[src/rtl/load_store_queue_pkg.sv]
`default_nettype none
// ----------------------------------------------------------------------------
// load_store_queue_pkg : shared op codes, widths, FSM states and load helpers
// Rev 1.0
// ----------------------------------------------------------------------------
package load_store_queue_pkg;

  localparam int ROB_WIDTH = 4;
  localparam int LSB_WIDTH = 3;

  localparam logic [3:0] OP_LB  = 4'b0000;
  localparam logic [3:0] OP_LH  = 4'b0001;
  localparam logic [3:0] OP_LW  = 4'b0010;
  localparam logic [3:0] OP_LBU = 4'b0100;
  localparam logic [3:0] OP_LHU = 4'b0101;
  localparam logic [3:0] OP_SB  = 4'b1000;
  localparam logic [3:0] OP_SH  = 4'b1001;
  localparam logic [3:0] OP_SW  = 4'b1010;

  typedef enum logic [1:0] {
    ST_IDLE = 2'd0,
    ST_MEM  = 2'd1,
    ST_RESP = 2'd2
  } lsq_state_e;

  function automatic logic is_store(input logic [3:0] op);
    return op[3];
  endfunction

  function automatic logic [31:0] load_extend(input logic [3:0] op, input logic [31:0] d);
    case (op)
      OP_LB:   return {{24{d[7]}}, d[7:0]};
      OP_LH:   return {{16{d[15]}}, d[15:0]};
      OP_LBU:  return {24'h0, d[7:0]};
      OP_LHU:  return {16'h0, d[15:0]};
      OP_LW:   return d;
      default: return d;
    endcase
  endfunction

endpackage
`default_nettype wire

[src/rtl/load_store_queue_wakeup.sv]
`default_nettype none
// ----------------------------------------------------------------------------
// lsq_wakeup : CDB_N-way tag match and value select, lowest channel wins
// Rev 1.0
// ----------------------------------------------------------------------------
module lsq_wakeup #(
  parameter int ROB_W = 4,
  parameter int CDB_N = 2
) (
  input  logic [ROB_W-1:0]       tag_i,
  input  logic [CDB_N-1:0]       cdb_valid_i,
  input  logic [CDB_N*ROB_W-1:0] cdb_rob_i,
  input  logic [CDB_N*32-1:0]    cdb_val_i,
  output logic                   hit_o,
  output logic [31:0]            val_o
);

  // Scanning downward lets the lowest matching channel overwrite the others.
  always_comb begin
    hit_o = 1'b0;
    val_o = 32'h0;
    for (int c = CDB_N - 1; c >= 0; c--) begin
      if (cdb_valid_i[c] && (cdb_rob_i[c*ROB_W +: ROB_W] == tag_i)) begin
        hit_o = 1'b1;
        val_o = cdb_val_i[c*32 +: 32];
      end
    end
  end

endmodule
`default_nettype wire

[src/rtl/load_store_queue.sv]
`default_nettype none
// ----------------------------------------------------------------------------
// load_store_queue : in-order LSQ with CDB wakeup, store commit and flush.
// Build macro LSQ_LOAD_EXT_EN: sign/zero-extend load data inside the queue.
// Rev 1.0
// ----------------------------------------------------------------------------
module load_store_queue
  import load_store_queue_pkg::*;
#(
  parameter int DEPTH = 1 << LSB_WIDTH,
  parameter int ROB_W = ROB_WIDTH,
  parameter int CDB_N = 2
) (
  input  logic                   clk_in,
  input  logic                   rst_in,
  input  logic                   rdy_in,
  input  logic                   clear,
  output logic                   full,
  input  logic                   iss_valid,
  input  logic [3:0]             iss_type,
  input  logic [31:0]            iss_vj,
  input  logic [31:0]            iss_vk,
  input  logic                   iss_dj,
  input  logic                   iss_dk,
  input  logic [ROB_W-1:0]       iss_qj,
  input  logic [ROB_W-1:0]       iss_qk,
  input  logic [31:0]            iss_imm,
  input  logic [ROB_W-1:0]       iss_rob,
  input  logic [CDB_N-1:0]       cdb_valid,
  input  logic [CDB_N*ROB_W-1:0] cdb_rob,
  input  logic [CDB_N*32-1:0]    cdb_val,
  input  logic                   commit_valid,
  input  logic [ROB_W-1:0]       commit_rob,
  output logic                   mem_req,
  output logic [3:0]             mem_type,
  output logic [31:0]            mem_addr,
  output logic [31:0]            mem_wdata,
  input  logic                   mem_done,
  input  logic [31:0]            mem_rdata,
  output logic                   out_valid,
  output logic [ROB_W-1:0]       out_rob,
  output logic [31:0]            out_val
);

  localparam int PTR_W = $clog2(DEPTH);
  localparam int CNT_W = PTR_W + 1;

  logic [DEPTH-1:0] busy_q, dj_q, dk_q, cmt_q;
  logic [3:0]       type_q [DEPTH];
  logic [31:0]      vj_q   [DEPTH];
  logic [31:0]      vk_q   [DEPTH];
  logic [31:0]      imm_q  [DEPTH];
  logic [ROB_W-1:0] qj_q   [DEPTH];
  logic [ROB_W-1:0] qk_q   [DEPTH];
  logic [ROB_W-1:0] rob_q  [DEPTH];

  logic [PTR_W-1:0] head_q, head_d, tail_q, tail_d;
  logic [CNT_W-1:0] count_q, count_d, keep_cnt;

  lsq_state_e       state_q;
  logic             mem_req_q, out_valid_q;
  logic [3:0]       mem_type_q;
  logic [31:0]      mem_addr_q, mem_wdata_q, out_val_q;
  logic [ROB_W-1:0] out_rob_q;

  logic [DEPTH-1:0] wj_hit, wk_hit, cmt_hit, keep;
  logic [31:0]      wj_val [DEPTH];
  logic [31:0]      wk_val [DEPTH];
  logic             ij_hit, ik_hit;
  logic [31:0]      ij_val, ik_val;
  logic             retire, iss_ok, h_store, h_ready;
  logic [31:0]      ld_data;

  generate
    for (genvar i = 0; i < DEPTH; i++) begin : g_ent
      lsq_wakeup #(.ROB_W(ROB_W), .CDB_N(CDB_N)) u_wj (
        .tag_i(qj_q[i]), .cdb_valid_i(cdb_valid), .cdb_rob_i(cdb_rob),
        .cdb_val_i(cdb_val), .hit_o(wj_hit[i]), .val_o(wj_val[i])
      );
      lsq_wakeup #(.ROB_W(ROB_W), .CDB_N(CDB_N)) u_wk (
        .tag_i(qk_q[i]), .cdb_valid_i(cdb_valid), .cdb_rob_i(cdb_rob),
        .cdb_val_i(cdb_val), .hit_o(wk_hit[i]), .val_o(wk_val[i])
      );
      assign cmt_hit[i] = commit_valid && busy_q[i] && is_store(type_q[i]) &&
                          (rob_q[i] == commit_rob);
      // Committed stores survive a flush; the entry retiring this cycle never does.
      assign keep[i] = busy_q[i] && is_store(type_q[i]) && (cmt_q[i] || cmt_hit[i]) &&
                       !(retire && (head_q == PTR_W'(i)));
    end
  endgenerate

  lsq_wakeup #(.ROB_W(ROB_W), .CDB_N(CDB_N)) u_iss_j (
    .tag_i(iss_qj), .cdb_valid_i(cdb_valid), .cdb_rob_i(cdb_rob),
    .cdb_val_i(cdb_val), .hit_o(ij_hit), .val_o(ij_val)
  );
  lsq_wakeup #(.ROB_W(ROB_W), .CDB_N(CDB_N)) u_iss_k (
    .tag_i(iss_qk), .cdb_valid_i(cdb_valid), .cdb_rob_i(cdb_rob),
    .cdb_val_i(cdb_val), .hit_o(ik_hit), .val_o(ik_val)
  );

  assign full    = (count_q == CNT_W'(DEPTH));
  assign retire  = (state_q == ST_RESP);
  assign iss_ok  = iss_valid && !clear && (!full || retire);
  assign h_store = is_store(type_q[head_q]);
  assign h_ready = busy_q[head_q] && !dj_q[head_q] && !dk_q[head_q] &&
                   (!h_store || cmt_q[head_q]);

`ifdef LSQ_LOAD_EXT_EN
  assign ld_data = load_extend(type_q[head_q], mem_rdata);
`else
  assign ld_data = mem_rdata;
`endif

  always_comb begin
    keep_cnt = '0;
    for (int i = 0; i < DEPTH; i++) begin
      keep_cnt = keep_cnt + CNT_W'(keep[i]);
    end
    head_d = retire ? head_q + PTR_W'(1) : head_q;
    if (clear) begin
      count_d = keep_cnt;
      tail_d  = head_d + keep_cnt[PTR_W-1:0];
    end else begin
      count_d = count_q;
      tail_d  = tail_q;
      if (iss_ok) begin
        count_d = count_d + CNT_W'(1);
        tail_d  = tail_q + PTR_W'(1);
      end
      if (retire) begin
        count_d = count_d - CNT_W'(1);
      end
    end
  end

  always_ff @(posedge clk_in) begin
    if (rst_in) begin
      head_q  <= '0;
      tail_q  <= '0;
      count_q <= '0;
    end else if (rdy_in) begin
      head_q  <= head_d;
      tail_q  <= tail_d;
      count_q <= count_d;
    end
  end

  // Issue is written last so it wins over a retire of the same slot.
  always_ff @(posedge clk_in) begin
    if (rst_in) begin
      busy_q <= '0;
      dj_q   <= '0;
      dk_q   <= '0;
      cmt_q  <= '0;
    end else if (rdy_in) begin
      for (int i = 0; i < DEPTH; i++) begin
        if (busy_q[i] && dj_q[i] && wj_hit[i]) begin
          vj_q[i] <= wj_val[i];
          dj_q[i] <= 1'b0;
        end
        if (busy_q[i] && dk_q[i] && wk_hit[i]) begin
          vk_q[i] <= wk_val[i];
          dk_q[i] <= 1'b0;
        end
        if (cmt_hit[i]) begin
          cmt_q[i] <= 1'b1;
        end
        if ((retire && (head_q == PTR_W'(i))) || (clear && !keep[i])) begin
          busy_q[i] <= 1'b0;
          cmt_q[i]  <= 1'b0;
        end
      end
      if (iss_ok) begin
        busy_q[tail_q] <= 1'b1;
        cmt_q[tail_q]  <= 1'b0;
        type_q[tail_q] <= iss_type;
        imm_q[tail_q]  <= iss_imm;
        rob_q[tail_q]  <= iss_rob;
        qj_q[tail_q]   <= iss_qj;
        qk_q[tail_q]   <= iss_qk;
        vj_q[tail_q]   <= (iss_dj && ij_hit) ? ij_val : iss_vj;
        vk_q[tail_q]   <= (iss_dk && ik_hit) ? ik_val : iss_vk;
        dj_q[tail_q]   <= iss_dj && !ij_hit;
        dk_q[tail_q]   <= iss_dk && !ik_hit;
      end
    end
  end

  always_ff @(posedge clk_in) begin
    if (rst_in) begin
      state_q     <= ST_IDLE;
      mem_req_q   <= 1'b0;
      mem_type_q  <= 4'h0;
      mem_addr_q  <= 32'h0;
      mem_wdata_q <= 32'h0;
      out_valid_q <= 1'b0;
      out_rob_q   <= '0;
      out_val_q   <= 32'h0;
    end else if (rdy_in) begin
      out_valid_q <= 1'b0;
      case (state_q)
        ST_IDLE: begin
          if (h_ready && !(clear && !h_store)) begin
            state_q     <= ST_MEM;
            mem_req_q   <= 1'b1;
            mem_type_q  <= type_q[head_q];
            mem_addr_q  <= vj_q[head_q] + imm_q[head_q];
            mem_wdata_q <= h_store ? vk_q[head_q] : 32'h0;
          end
        end
        ST_MEM: begin
          // Only loads can be in flight uncommitted, so a flush abandons them.
          if (clear && !h_store) begin
            state_q   <= ST_IDLE;
            mem_req_q <= 1'b0;
          end else if (mem_done) begin
            state_q     <= ST_RESP;
            mem_req_q   <= 1'b0;
            out_valid_q <= 1'b1;
            out_rob_q   <= rob_q[head_q];
            out_val_q   <= h_store ? 32'h0 : ld_data;
          end
        end
        ST_RESP: state_q <= ST_IDLE;
        default: state_q <= ST_IDLE;
      endcase
    end
  end

  assign mem_req   = mem_req_q;
  assign mem_type  = mem_type_q;
  assign mem_addr  = mem_addr_q;
  assign mem_wdata = mem_wdata_q;
  assign out_valid = out_valid_q;
  assign out_rob   = out_rob_q;
  assign out_val   = out_val_q;

endmodule
`default_nettype wire

[config.mk]
export PLATFORM = sky130hd
export DESIGN_NAME = load_store_queue
export DESIGN_NICKNAME = d
export VERILOG_FILES = /design/src/rtl/load_store_queue_pkg.sv /design/src/rtl/load_store_queue_wakeup.sv /design/src/rtl/load_store_queue.sv
export SDC_FILE = /design/constraint.sdc
export NUM_CORES = 2
export LEC_CHECK = 0
export CAP_MARGIN = 40
export CORE_MARGIN = 2
export CORE_UTILIZATION = 45
export DETAILED_ROUTE_END_ITERATION = 12
export PLACE_DENSITY_LB_ADDON = 0.12
export SLEW_MARGIN = 20
export SYNTH_ARGS = -nofsm -noshare
export SYNTH_HDL_FRONTEND = slang
export SYNTH_SLANG_ARGS = --single-unit
[constraint.sdc]
create_clock -name clk_in -period 5.41 [get_ports clk_in]
set_clock_uncertainty 0.2 [all_clocks]
set_input_delay 1.082 -clock clk_in [delete_from_list [all_inputs] [get_ports clk_in]]
set_output_delay 1.082 -clock clk_in [all_outputs]
set_load 0.01 [all_outputs]
---- Yosys cells after proc, flatten, opt, wreduce, memory -nomap -nowiden ----
Memory sizes are Yosys's and may differ from the RTL's. A register that Yosys moved wholly into a read port is not among the register bits.
Index checks and enable logic that the tools add are counted.
word-level totals
  register bits after elaboration ......... 146
  memory bits (writable) .................. 896
  input bits .............................. 231
  output and inout bits ................... 107
  word-level logic and storage cells ...... 582
  memories kept ........................... 7
memories
  memory           depth  bits a word  rd ports  clocked after Yosys merged registers in  wr ports  RTL line                RTL
  imm_q            8      32           1         1                                        1         load_store_queue.sv:52  logic [31:0] imm_q [DEPTH];
  vj_q             8      32           1         1                                        9         load_store_queue.sv:50  logic [31:0] vj_q [DEPTH];
  vk_q             8      32           1         1                                        9         load_store_queue.sv:51  logic [31:0] vk_q [DEPTH];
  qj_q             8      4            8         0                                        1         load_store_queue.sv:53  logic [ROB_W-1:0] qj_q [DEPTH];
  qk_q             8      4            8         0                                        1         load_store_queue.sv:54  logic [ROB_W-1:0] qk_q [DEPTH];
  rob_q            8      4            9         1                                        1         load_store_queue.sv:55  logic [ROB_W-1:0] rob_q [DEPTH];
  1 more memories  n/a    n/a          n/a       n/a                                      n/a       n/a
cells by class
  $add $sub $neg .......................... 13
  order comparisons ....................... 3
  equality and inequality tests ........... 56
  multiplexer cells ....................... 290
  bitwise gates (word level) .............. 4
  reduce and logical (&&, ||, !) cells .... 195
operators with widths
  operator                                                                      number
  32-bit two-way mux                                                            40
  1-bit two-way mux                                                             219
  4-bit equality test                                                           44
  1-bit logical AND                                                             144
  3-bit two-way mux                                                             11
  32-bit adder                                                                  1
  8-bit two-way mux                                                             4
  1-bit zero test                                                               24
  1-bit logical OR                                                              18
  4-bit by 1-bit adder with 4-bit output                                        4
  8-bit bitwise mux                                                             2
  4-bit two-way mux                                                             4
  1-bit binary-select mux with 3-bit select                                     4
  3-bit equality test, second input constant                                    4
  8-bit AND                                                                     1
  3-bit by 4-bit less-than comparator with 1-bit output, second input constant  2
  8-bit NOT                                                                     1
  8-bit bitwise OR                                                              1
  4-bit AND reduction                                                           2
  3-bit by 1-bit adder with 3-bit output, second input constant                 2
  3-bit by 2-bit equality test with 1-bit output, second input constant         2
  2-bit two-way mux                                                             3
  3-bit AND reduction                                                           2
  3-bit by 1-bit adder with 4-bit output                                        1
  20 further kinds                                                              21

---- Longest topological paths before layout ----
  depth after elaboration ................. 15
  mapped depth ............................ 21
  gate-level depth less buffers ........... 20

---- By module ----
A second synthesis with hierarchy kept.
unflattened totals
  cell total of the unflattened synthesis .. 5878
  area, all modules ....................... 64630.7 µm²
modules (own cells, without submodules)
  module            times used  cells an instance  area each (µm²)  seq. area each (µm²)
  load_store_queue  1           3628               47829.6          29968.7
  lsq_wakeup        18          125                933.4            0.0

---- Least setup slack after synthesis ----
Ideal clock, no wire load.
  kind .................................... input port to flip-flop
  start ................................... input commit_rob[2]
  end ..................................... register tail_q[2]
  setup time .............................. 115 ps
  data arrival time ....................... 5363 ps
  data required time ...................... 5095 ps
  path slack .............................. -268 ps
  stages on the path ...................... 21
  path buffers ............................ 1
  cell sequence ........................... clkbuf_1 xor2_1 nor2_1 a41o_1 nand3_1 a21oi_1 fa_1 inv_1 fa_1 fa_1 inv_1 ha_1 inv_1 fa_1 inv_1 fa_1 xnor2_1 xnor2_1 a22oi_1 o21ai_0 and2_1
between the ends
  longest elaborated chain between the ends .. 14
  elaborated cells on any way between the ends .. 49
  those cells by class .................... add/sub (8); eq/ne (8); mux (1); reduce/logical (32)
RTL lines
  item                                                 RTL line                 RTL
  start: declaration                                   load_store_queue.sv:33   input logic [ROB_W-1:0] commit_rob,
  4-bit equality test                                  load_store_queue.sv:85   (rob_q[i] == commit_rob);
  1-bit logical AND                                    load_store_queue.sv:84   assign cmt_hit[i] = commit_valid && busy_q[i] && is_store(type_q[i]) &&
  1-bit logical OR                                     load_store_queue.sv:87   assign keep[i] = busy_q[i] && is_store(type_q[i]) && (cmt_q[i] || cmt_hit[i]) &&
  1-bit logical AND (2 in a row)                       load_store_queue.sv:87
  1-bit by 1-bit adder with 2-bit output               load_store_queue.sv:117  keep_cnt = keep_cnt + CNT_W'(keep[i]);
  2-bit by 1-bit adder with 3-bit output               load_store_queue.sv:117
  3-bit by 1-bit adder with 4-bit output               load_store_queue.sv:117
  4-bit by 1-bit adder with 4-bit output (3 in a row)  load_store_queue.sv:117
  4-bit by 1-bit adder with 4-bit output *             load_store_queue.sv:117
  3-bit adder *                                        load_store_queue.sv:122  tail_d = head_d + keep_cnt[PTR_W-1:0];
  3-bit two-way mux *                                  load_store_queue.sv:120  if (clear) begin
  end signal: assignment                               load_store_queue.sv:143  tail_q <= tail_d;
  end: declaration                                     load_store_queue.sv:57   logic [PTR_W-1:0] head_q, head_d, tail_q, tail_d;
Mark *: on every way between the ends. The rest lies on a longest branch, timed or not.
A chain may end at the register's enable or synchronous reset.

---- Worst setup path in the final report ----
  start ................................... input commit_rob[1]
  end ..................................... register tail_q[2]
The elaborated chain is that of the path after synthesis.

==> out/metrics.yaml <==
wl_um: 203000
die_height_um: 361
cap_violations: 0
holdCritStartpoint: "out_val[0]"
end_kind: "flip-flop"
routed.top_layer: "met4"
ys.flop_type: "edfxtp_1"
area_growth_pct: 17.3
critPathKind: "input pin to flip-flop"
grt_pass1_wl_um: 291000
syn_area_per_cell_um2: 12.1
dr_wl_met3_um: 20600
cts_sinks: 1049
crit_required_ns: 5.85
status: "finished, final reports clean"
fin_total_pwr_mw: 18.4
drv_slew: 0
r2r_end: "tail_q[2]"
min_path_cells: 2
min_to: "out_val[0]"
crit_fanout: 5
netlist_instances: 4748
wl_met1_um: 83800
hold_violations: 0
async_flop_share: 0
fp-row-count: 130
nFillCells: 10700
design_area_mm2: 0.0672
powerDensity_mw_per_mm2: 274
core_area_mm2: 0.126
grt_max_degree: 120
holdWs_ns: 0.250
drt.antenna.violating_nets: 0
r2r-start: "rob_q[0][1]"
dp_hpwl_um: 119000
die_w_um: 361
clock_latency_ns: 0.77
io_buffers: 337
stdcell_count: 6663
io_pins: 338
root_buffer: "clkbuf_16"
r2r_slack_ns: 0.55
synth_top_cells_by_area: "edfxtp_1 47%, mux2i_1 9.8%, mux4_2 8.3%, o31ai_1 6.7%, dfxtp_1 5.3%"
cts_buffers: 116
period_needed_ns: 4.99
drt_first_pass_iters: 6
ys_seq_elements: 1049
placed_cells: 6430
track_usage: 0.305
finalSetupViolations: 0
cts_htree_levels: 3
vias: 42500
max_freq_mhz: 200
relSlewSlack: 0.368
rsz0062_at_grt: "no"
route.met2.wl_um: 92100
dpl_cell_area_mm2: 0.0633
synth-seq-area-share: 0.523
syn_nets: 5030
synth-edff-count: 896
p_leak_nw: 20.3
via_per_inst: 6.38
drive_gt1_frac: 0.159
yosysTopAreaCellShare: 0.470
tritoncts: "done"
gp_congestion: 0.869
drc: 0
ys_warn_count: 0
nNetsFinal: 5189
clk_pin_slew_ns: 0.06
start_util: 0.454
routedWlPerCell_um: 30.5
cts-hold-fix-buffers: 0
antenna_found_initial: 3
cts_max_path_buffers: 3
grt_pass1_vias: 41100
worst_setup_path_start_kind: "input pin"
overflow: 0
worstMarginPinSlew_ns: 0.948
synth_cell_type_count: 68
yosys.area.top_type: "edfxtp_1"
final_util: 0.533
peakVddDrop_mv: 0.231
min_period_over_period: 0.923
dieArea_mm2: 0.130
worstPathArrival_ns: 5.43
synthTopCellsByCount: "896 x edfxtp_1, 645 x nand2_1, 561 x mux2i_1"
drtIter0Drc: 5217
hold_path_class: "flip-flop to flip-flop"
netlist_area_mm2: 0.0573
yosys.cell_count.top_type: "edfxtp_1"
reg2reg_depth: 20
==> worst max path at each step <==
stage                        startpoint   endpoint  slack [ns]  cells after the start
after CTS                 commit_rob[1]  tail_q[2]        0.08                     21
final                     commit_rob[1]  tail_q[2]        0.42                     21
after global routing      commit_rob[1]  tail_q[2]        0.15                     21
after detailed placement  commit_rob[1]  tail_q[2]       -0.70                     21
after floorplan           commit_rob[2]  tail_q[2]       0.009                     21
after global placement    commit_rob[1]  tail_q[2]       -0.69                     21
==> power by group <==
| part | internal [mW] | switching [mW] |
|---|---|---|
| clock | 4.39 | 3.38 |
| combinational | 0.675 | 1.16 |
| sequential | 8.76 | 0.0226 |
| total | 13.8 | 4.56 |
==> layout by cell type, fill, tap and decap left out, types with 60 or more instances in the layout <==
master,instances
xnor2_1,73
o22ai_1,65
a21oi_1,145
mux2_2,60
a21oi_2,62
buf_4,147
edfxtp_1,896
mux2i_1,561
nor3_1,71
dfxtp_1,150
nor2_1,216
clkbuf_16,117
clkdlybuf4s50_1,323
xor2_1,137
mux4_2,210
nand2_1,644
o31ai_1,512
nand3_1,60
==> through the flow <==
step,TNS [ns],setup slack [ns]
final,0,0.417
after global placement,-1.39,-0.693
after global routing,0,0.155
after detailed placement,-1.35,-0.699
after CTS,0,0.0762
after floorplan,0,0.00893
==> flip-flops by register name, summed over array words and instances (netlist names), named ones only <==
register,cells
out_valid,1
qk_q,32
mem_req,1
state_q,2
mem_type,4
vk_q,256
imm_q,256
out_rob,4
mem_addr,32
out_val,32
busy_q,8
count_q,4
dj_q,8
tail_q,3
vj_q,256
type_q,32
rob_q,32
dk_q,8
head_q,3
qj_q,32
cmt_q,8
mem_wdata,32
==> metal layers <==
metal	up-vias	track usage
li1	18300	-
met2	2545	0.474
met4	0	0.104
met3	386	0.0562
met5	-	0
met1	21200	0.431
==> repair_timing <==
action | 4_1_cts | 5_1_grt
endpoints found under the setup margin | 0 | 2
setup buffers | 0 | 0
gates resized for setup | 0 | 6
==> final cells by class <==
cell class | instances | area [µm²] | area share
multi-input cells | 3163 | 25600 | 0.381
flip-flops and latches | 1049 | 30000 | 0.446
diodes | 4 | 10.0 | 0.000149
clock inverters | 49 | 442 | 0.00657
inverters | 19 | 71.3 | 0.00106
well taps | 1650 | 2060 | 0.0307
repair buffers | 558 | 5740 | 0.0855
clock buffers | 171 | 3250 | 0.0484
==> worst max-delay path: stages <==
cell	delay [ns]
dlymetal6s2s_1	0.26
xor2_1	0.17
nor2_1	0.06
a41o_1	0.25
nand3_1	0.13
a21oi_1	0.07
fa_1	0.50
inv_1	0.05
fa_1	0.50
fa_1	0.41
inv_1	0.07
ha_1	0.16
inv_1	0.06
fa_1	0.55
inv_1	0.06
fa_2	0.35
xnor2_1	0.14
xnor2_1	0.14
a22oi_1	0.16
o21ai_0	0.09
and2_1	0.17
==> cells by family (layout without fill, tap and decap cells) <==
logic type,after synthesis,count (layout),share of synthesized area
AO/OA/AOI/OAI,959,959,0.118
XOR/XNOR,210,210,0.0321
adder cells (fa/ha/maj),51,51,0.0119
buffers and inverters,536,797,0.0382
flip-flops,1049,1049,0.523
multiplexers,832,832,0.193
other,0,4,0
AND/OR/NAND/NOR,1111,1111,0.0841
Note: power is estimated with default switching activity, not from simulation.
